## src/rtl/uart_loader_if.sv

```systemverilog
// Memory write-port bundle driven by the UART boot loader.
interface uart_loader_if;
   logic        mem_we;
   logic [31:0] mem_addr;
   logic [31:0] mem_wdata;

   modport master (output mem_we, mem_addr, mem_wdata);
   modport slave  (input  mem_we, mem_addr, mem_wdata);
endinterface

```

## src/rtl/uart_loader.sv

```systemverilog
// UART boot loader: receives an 8N1 byte stream (16-bit word count header, then
// little-endian words), writes them to memory, then releases the core.
module uart_loader #(
   parameter int unsigned CLKS_PER_BIT = 104,
   parameter int unsigned MEM_WORDS    = 2048,
   parameter logic [31:0] BASE_ADDR    = 32'h0000_0000
) (
   input  logic          clk,
   input  logic          rst_n,
   input  logic          uart_rx,
   uart_loader_if.master mem,
   output logic          core_run,
   output logic          busy,
   output logic          error,
   output logic [15:0]   words_loaded
);

   localparam int unsigned CW = $clog2(CLKS_PER_BIT) + 1;
   localparam logic [CW-1:0] BIT_LAST  = CW'(CLKS_PER_BIT - 1);
   localparam logic [CW-1:0] HALF_LAST = CW'(CLKS_PER_BIT / 2 - 1);

   typedef enum logic [1:0] {RX_IDLE, RX_START, RX_DATA, RX_STOP} rx_state_t;
   typedef enum logic [2:0] {HDR_LO, HDR_HI, DATA, DONE, ERR} ld_state_t;

   logic rx_s1, rx_s2, rx_prev;

   rx_state_t   rx_q, rx_d;
   logic [CW-1:0] cnt_q, cnt_d;
   logic [2:0]  bit_q, bit_d;
   logic [7:0]  shreg_q, shreg_d;
   ld_state_t   ld_q, ld_d;
   logic [15:0] count_q, count_d;
   logic [1:0]  byte_q, byte_d;
   logic        we_q, we_d;
   logic [31:0] addr_q, addr_d;
   logic [31:0] wdata_q, wdata_d;
   logic        run_q, run_d;
   logic        busy_q, busy_d;
   logic        err_q, err_d;
   logic [15:0] words_q, words_d;

   logic        active, byte_ok, frame_err;
   logic [15:0] hdr_n;

   // Two-flop synchronizer plus one delayed copy for start-edge detection
   always_ff @(posedge clk or negedge rst_n) begin
      if (!rst_n) begin
         rx_s1   <= 1'b1;
         rx_s2   <= 1'b1;
         rx_prev <= 1'b1;
      end else begin
         rx_s1   <= uart_rx;
         rx_s2   <= rx_s1;
         rx_prev <= rx_s2;
      end
   end

   always_ff @(posedge clk or negedge rst_n) begin
      if (!rst_n) begin
         rx_q    <= RX_IDLE;
         cnt_q   <= '0;
         bit_q   <= '0;
         shreg_q <= '0;
         ld_q    <= HDR_LO;
         count_q <= '0;
         byte_q  <= '0;
         we_q    <= 1'b0;
         addr_q  <= BASE_ADDR;
         wdata_q <= '0;
         run_q   <= 1'b0;
         busy_q  <= 1'b0;
         err_q   <= 1'b0;
         words_q <= '0;
      end else begin
         rx_q    <= rx_d;
         cnt_q   <= cnt_d;
         bit_q   <= bit_d;
         shreg_q <= shreg_d;
         ld_q    <= ld_d;
         count_q <= count_d;
         byte_q  <= byte_d;
         we_q    <= we_d;
         addr_q  <= addr_d;
         wdata_q <= wdata_d;
         run_q   <= run_d;
         busy_q  <= busy_d;
         err_q   <= err_d;
         words_q <= words_d;
      end
   end

   always_comb begin
      rx_d      = rx_q;
      cnt_d     = cnt_q;
      bit_d     = bit_q;
      shreg_d   = shreg_q;
      ld_d      = ld_q;
      count_d   = count_q;
      byte_d    = byte_q;
      we_d      = 1'b0;
      addr_d    = addr_q;
      wdata_d   = wdata_q;
      run_d     = run_q;
      busy_d    = busy_q;
      err_d     = err_q;
      words_d   = words_q;
      byte_ok   = 1'b0;
      frame_err = 1'b0;
      hdr_n     = {shreg_q, count_q[7:0]};
      active    = (ld_q == HDR_LO) || (ld_q == HDR_HI) || (ld_q == DATA);

      // Byte receiver; stays idle once the loader has finished or failed
      case (rx_q)
         RX_IDLE: begin
            if (active && rx_prev && !rx_s2) begin
               rx_d  = RX_START;
               cnt_d = HALF_LAST;
            end
         end
         RX_START: begin
            if (cnt_q == '0) begin
               if (!rx_s2) begin
                  rx_d   = RX_DATA;
                  cnt_d  = BIT_LAST;
                  bit_d  = '0;
                  busy_d = 1'b1;
               end else begin
                  rx_d = RX_IDLE;
               end
            end else begin
               cnt_d = cnt_q - CW'(1);
            end
         end
         RX_DATA: begin
            if (cnt_q == '0) begin
               shreg_d = {rx_s2, shreg_q[7:1]};
               cnt_d   = BIT_LAST;
               if (bit_q == 3'd7) rx_d = RX_STOP;
               else               bit_d = bit_q + 3'd1;
            end else begin
               cnt_d = cnt_q - CW'(1);
            end
         end
         RX_STOP: begin
            if (cnt_q == '0) begin
               rx_d      = RX_IDLE;
               byte_ok   = rx_s2;
               frame_err = !rx_s2;
            end else begin
               cnt_d = cnt_q - CW'(1);
            end
         end
         default: rx_d = RX_IDLE;
      endcase

      case (ld_q)
         HDR_LO: begin
            if (byte_ok) begin
               count_d[7:0] = shreg_q;
               ld_d         = HDR_HI;
            end
         end
         HDR_HI: begin
            if (byte_ok) begin
               count_d = hdr_n;
               if (hdr_n == 16'd0) begin
                  ld_d   = DONE;
                  run_d  = 1'b1;
                  busy_d = 1'b0;
               end else if (32'(hdr_n) > MEM_WORDS) begin
                  ld_d   = ERR;
                  err_d  = 1'b1;
                  busy_d = 1'b0;
               end else begin
                  ld_d   = DATA;
                  byte_d = '0;
               end
            end
         end
         DATA: begin
            // Count the word once its strobe has gone out; finish on the last one
            if (we_q) begin
               words_d = words_q + 16'd1;
               if (words_q + 16'd1 == count_q) begin
                  ld_d   = DONE;
                  run_d  = 1'b1;
                  busy_d = 1'b0;
               end
            end
            if (byte_ok) begin
               case (byte_q)
                  2'd0:    wdata_d[7:0]   = shreg_q;
                  2'd1:    wdata_d[15:8]  = shreg_q;
                  2'd2:    wdata_d[23:16] = shreg_q;
                  default: wdata_d[31:24] = shreg_q;
               endcase
               byte_d = byte_q + 2'd1;
               if (byte_q == 2'd3) begin
                  we_d   = 1'b1;
                  addr_d = BASE_ADDR + 32'({words_q, 2'b00});
               end
            end
         end
         default: ;
      endcase

      if (frame_err && active) begin
         ld_d   = ERR;
         err_d  = 1'b1;
         busy_d = 1'b0;
         run_d  = 1'b0;
         we_d   = 1'b0;
      end
   end

   assign mem.mem_we    = we_q;
   assign mem.mem_addr  = addr_q;
   assign mem.mem_wdata = wdata_q;
   assign core_run      = run_q;
   assign busy          = busy_q;
   assign error         = err_q;
   assign words_loaded  = words_q;

endmodule
```

## src/flat_wrapper.sv

```systemverilog
// flat-port wrapper written by rule: the top's interface ports become plain ports
module uart_loader_flat 
#(
   parameter int unsigned CLKS_PER_BIT = 104,
   parameter int unsigned MEM_WORDS    = 2048,
   parameter logic [31:0] BASE_ADDR    = 32'h0000_0000
)
  (clk, rst_n, uart_rx, core_run, busy, error, words_loaded, mem_mem_we, mem_mem_addr, mem_mem_wdata);
  uart_loader_if mem_i ();
  input  logic clk;
  input  logic rst_n;
  input  logic uart_rx;
  output logic core_run;
  output logic busy;
  output logic error;
  output logic [15:0] words_loaded;
  output wire logic [$bits(mem_i.mem_we)-1:0] mem_mem_we;
  output wire logic [$bits(mem_i.mem_addr)-1:0] mem_mem_addr;
  output wire logic [$bits(mem_i.mem_wdata)-1:0] mem_mem_wdata;
  assign mem_mem_we = mem_i.mem_we;
  assign mem_mem_addr = mem_i.mem_addr;
  assign mem_mem_wdata = mem_i.mem_wdata;
  uart_loader #(.CLKS_PER_BIT(CLKS_PER_BIT), .MEM_WORDS(MEM_WORDS), .BASE_ADDR(BASE_ADDR)) u_core (.clk(clk), .rst_n(rst_n), .uart_rx(uart_rx), .mem(mem_i), .core_run(core_run), .busy(busy), .error(error), .words_loaded(words_loaded));
endmodule
```

## config.mk

```make
export PLATFORM = sky130hd
export DESIGN_NAME = uart_loader_flat
export DESIGN_NICKNAME = d
export VERILOG_FILES = /design/src/rtl/uart_loader_if.sv /design/src/rtl/uart_loader.sv /design/src/flat_wrapper.sv
export SDC_FILE = /design/constraint.sdc
export NUM_CORES = 1
export LEC_CHECK = 0
export CAP_MARGIN = 20
export CORE_MARGIN = 5
export CORE_UTILIZATION = 30
export CTS_CLUSTER_SIZE = 30
export DETAILED_ROUTE_END_ITERATION = 7
export SYNTH_ARGS = -nofsm -noshare
export SYNTH_HDL_FRONTEND = slang
export SYNTH_SLANG_ARGS = --single-unit
```

## constraint.sdc

```tcl
create_clock -name clk -period 3.6 [get_ports clk]
set_clock_uncertainty 0.2 [all_clocks]
set_input_delay 0.9 -clock clk [delete_from_list [all_inputs] [get_ports clk]]
set_output_delay 0.9 -clock clk [all_outputs]
set_load 0.01 [all_outputs]
```

==> Implementation_results.wiki <==
{| class="wikitable"
! Metric !! Value
|-
| Result of the run || finished clean
|-
| Final estimated routing congestion in global placement || 0.835
|-
| Worst Setup SP || u_core.cnt_q[0]$_DFFE_PN0P_
|-
| Combined global-route utilization of all metal layers || 12.8%
|-
| Area growth from synthesis to layout || 26.4%
|-
| Detailed-routing iteration count for the pre-antenna-repair pass || 4
|-
| Flip-flop and latch count after synthesis || ~110
|-
| Yosys warnings || 0
|-
| Nature of the critical path startpoint || register
|-
| DR vias/cell || a little under 5
|-
| Worst-Margin Slew || 0.710 ns
|-
| Starting density of the core || 30.2%
|-
| Data arrival time of the critical path || about 3 ns
|-
| Critical Path Fanout Max || 8
|-
| Fraction of registers with async set/reset || 100%
|-
| Global route total overflow || 0
|-
| Average detailed-routed wire length per instance || 16.1 um
|-
| Hold Path Stages || 0
|-
| Number of max-cap violations || 0
|-
| Top-Level Pins || 87
|-
| Footprint of the multi-input gates || 0.00256 mm2
|-
| Fmax || 342 MHz
|-
| Final setup violation count || 0
|-
| Commonest cells after routing, fill and taps aside || sky130_fd_sc_hd__dfrtp_1, sky130_fd_sc_hd__clkdlybuf4s50_1, sky130_fd_sc_hd__mux2_2
|-
| Post-DRT Antenna Nets || 0
|-
| HPWL after detailed placement || about 9400 um
|-
| Clock insertion delay at the later pin of the skew report || between 0.4 and 0.5 ns
|-
| Area used by sequential logic in the layout || 0.00283 mm2
|-
| Share of Yosys cell area claimed by the top area cell type || 49.1%
|-
| Setup TNS || 0 ns
|-
| Post-cts sizing count || 0
|-
| Worst ir drop on vdd || a little under 300 uV
|-
| Area of the core || 0.0185 mm2
|-
| CP required || ~3.7 ns
|-
| Critical R2R Capture || u_core.mem.mem_wdata[1]$_DFFE_PN0P_
|-
| Antenna violations before repair || 0
|-
| Placement Rows || 50
|-
| Maximum count of clock buffers along a single path || 2
|-
| Post-layout utilization of the core || roughly two fifths
|-
| Worst slew margin relative to its limit || 52.6%
|-
| Setup slack of the most critical reg-to-reg path || between 0.6 and 0.7 ns
|-
| CTS H-Tree Depth || 4
|-
| Port buffer count || 70
|-
| Start-to-end type of the worst setup path || register to register
|-
| Total of fill cells in the finished design || 1773
|-
| Maximum number of pins on one net before global-route repair || 48
|-
| Inserted Diodes || 0
|-
| Setup fix buffers added after clock tree synthesis || 0
|-
| Worst hold path type || register to register
|-
| Share of layout cells above drive strength 1 || 19.8%
|-
| Number of DRC markers in iteration 0 || 224
|-
| Sinks on the clock net || between 100 and 150
|-
| Leakage power || 3.25 nW
|-
| Global-route wire length before repair || 22200 um
|-
| End point of the critical path || u_core.mem.mem_wdata[1]$_DFFE_PN0P_
|-
| Final Hold Slack || between 0.15 and 0.2 ns
|-
| RSZ-0062 raised after global routing || false
|-
| Sum of routed wire length over all layers || 13200 um
|-
| Synth area leaders || sky130_fd_sc_hd__dfrtp_1, sky130_fd_sc_hd__mux2_2, sky130_fd_sc_hd__xnor2_1
|-
| Worst r2r path cells || 8
|-
| Hold Violations, Final || 0
|-
| Height of the die || 147 um
|-
| Count of flip-flops with a built-in enable after synthesis || 0
|-
| Buffer type at the clock tree root || sky130_fd_sc_hd__clkbuf_16
|-
| Register clock-pin slew on the reported worst setup and hold paths || 0.05 ns
|-
| DRC violation count after routing || 0
|-
| Netlist area before placement || 0.00560 mm2
|-
| Most frequent standard cell in the layout excluding fill and tap cells || sky130_fd_sc_hd__dfrtp_1
|-
| Via count of the first global-routing pass || 4253
|-
| Fin crit period || 2.92 ns
|-
| Final Max Tran Viols || 0
|-
| Distinct cells, synth || 55
|-
| Total power consumption of the routed design || 3.80 mW
|-
| CTS Hold Bufs || 0
|-
| Final cycle utilization of the critical path || 81.2%
|-
| Total clock buffers created by CTS || 17
|-
| Sequential cell area fraction in the yosys report || 50.5%
|-
| Net count reported at finish || 593
|-
| Cell count after synthesis || 501
|-
| Primary FF master, synth || sky130_fd_sc_hd__dfrtp_1
|-
| Endpoint kind of the worst setup timing path || register
|-
| R2R Path Start || u_core.cnt_q[0]$_DFFE_PN0P_
|-
| Dominant cell type by area after synthesis || sky130_fd_sc_hd__dfrtp_1
|-
| CTS tree || yes
|-
| Power density over the cells || 536 mW/mm2
|-
| Mean area per synthesized cell || 11.2 um2
|-
| Die X || 147 um
|-
| Total number of vias || roughly 4000
|-
| Area of the die || 0.0215 mm2
|}
-- worst max-delay path, stage by stage, from the launching register on --
cell,delay [ns]
sky130_fd_sc_hd__dfrtp_1,0.39
sky130_fd_sc_hd__inv_1,0.11
sky130_fd_sc_hd__ha_1,0.15
sky130_fd_sc_hd__nor3b_1,0.34
sky130_fd_sc_hd__and2_1,0.36
sky130_fd_sc_hd__nand3_2,0.19
sky130_fd_sc_hd__nor2_1,0.39
sky130_fd_sc_hd__nand2_1,0.33
sky130_fd_sc_hd__mux2_2,0.35
-- layout make-up --
class | count | share of cell area (%)
Clock buffer | 19 | 6.26
Clock inverter | 12 | 2.00
Inverter | 16 | 0.849
Multi-Input combinational cell | 352 | 36.2
Sequential cell | 113 | 40.0
Tap cell | 234 | 4.14
Timing Repair Buffer | 75 | 10.6
-- per-stage QoR --
stage | instances | worst slack [ns] | cell area, um2
after CTS | 821 | 0.678 | 7080
after detailed placement | 790 | 0.702 | 6490
after floorplan | 516 | 1.07 | 5660
after global routing | 821 | 0.492 | 7080
final | 821 | 0.676 | 7080
after global placement | 790 | 0.810 | 6490
-- flip-flops by register name (all words and copies together) (netlist names), named ones only --
signal	flops
u_core.rx_s1	1
u_core.mem.mem_wdata	32
u_core.core_run	1
u_core.mem.mem_we	1
u_core.error	1
u_core.rx_prev	1
u_core.busy	1
u_core.rx_q	1
u_core.cnt_q	8
u_core.byte_q	2
u_core.bit_q	3
u_core.mem.mem_addr	16
u_core.rx_s2	1
u_core.words_loaded	16
u_core.ld_q	3
u_core.count_q	16
u_core.shreg_q	8
-- where the power goes --
group,internal [mW],switching [mW]
sequential,1.36,0.112
combinational,0.280,0.396
clock,1.09,0.561
-- synth_stat cells, types with 3 or more instances --
cell type                  count
sky130_fd_sc_hd__a21oi_1      18
sky130_fd_sc_hd__a22o_1        3
sky130_fd_sc_hd__a31oi_1       3
sky130_fd_sc_hd__buf_2         8
sky130_fd_sc_hd__buf_4        17
sky130_fd_sc_hd__clkbuf_1      8
sky130_fd_sc_hd__dfrtp_1     110
sky130_fd_sc_hd__dfstp_2       3
sky130_fd_sc_hd__ha_1         15
sky130_fd_sc_hd__inv_1        16
sky130_fd_sc_hd__mux2_2       65
sky130_fd_sc_hd__nand2_1      56
sky130_fd_sc_hd__nand3_1       7
sky130_fd_sc_hd__nand4_1       8
sky130_fd_sc_hd__nor2_1       24
sky130_fd_sc_hd__nor3_1       12
sky130_fd_sc_hd__nor3b_1       4
sky130_fd_sc_hd__nor4_1        8
sky130_fd_sc_hd__o21ai_0      12
sky130_fd_sc_hd__o21bai_1      4
sky130_fd_sc_hd__o22a_1        3
sky130_fd_sc_hd__o31ai_1       7
sky130_fd_sc_hd__or3_1         6
sky130_fd_sc_hd__xnor2_1      25
sky130_fd_sc_hd__xor2_1       15
-- worst min path at each step --
stage,startpoint,to,slack (ns)
after floorplan,u_core.rx_s1$_DFF_PN1_,u_core.rx_s2$_DFF_PN1_,0.15
final,u_core.rx_s1$_DFF_PN1_,u_core.rx_s2$_DFF_PN1_,0.15
after detailed placement,u_core.rx_s1$_DFF_PN1_,u_core.rx_s2$_DFF_PN1_,0.15
after global placement,u_core.rx_s1$_DFF_PN1_,u_core.rx_s2$_DFF_PN1_,0.15
after global routing,u_core.rx_s1$_DFF_PN1_,u_core.rx_s2$_DFF_PN1_,0.17
after CTS,u_core.rx_s1$_DFF_PN1_,u_core.rx_s2$_DFF_PN1_,0.15
-- kinds of logic after synthesis --
logic type | Yosys count | share of synthesized area (%)
other | 1 | 0.0669
AOI/OAI and AO/OA | 71 | 8.44
DFF | 113 | 50.5
buffers and inverters | 51 | 4.74
and+or+nand+nor | 145 | 13.5
muxes | 65 | 13.1
xor gates and xnor gates | 40 | 6.25
adders and majority gates | 15 | 3.35
-- layer usage --
layer	up-vias	wire [um]	track usage, %
met3	21	740	3.94
met1	1939	6180	16.6
met4	0	237	4.89
met5	-	0	0
li1	1888	-	-
met2	120	6080	20.2
(Power assumes the default switching activity.)
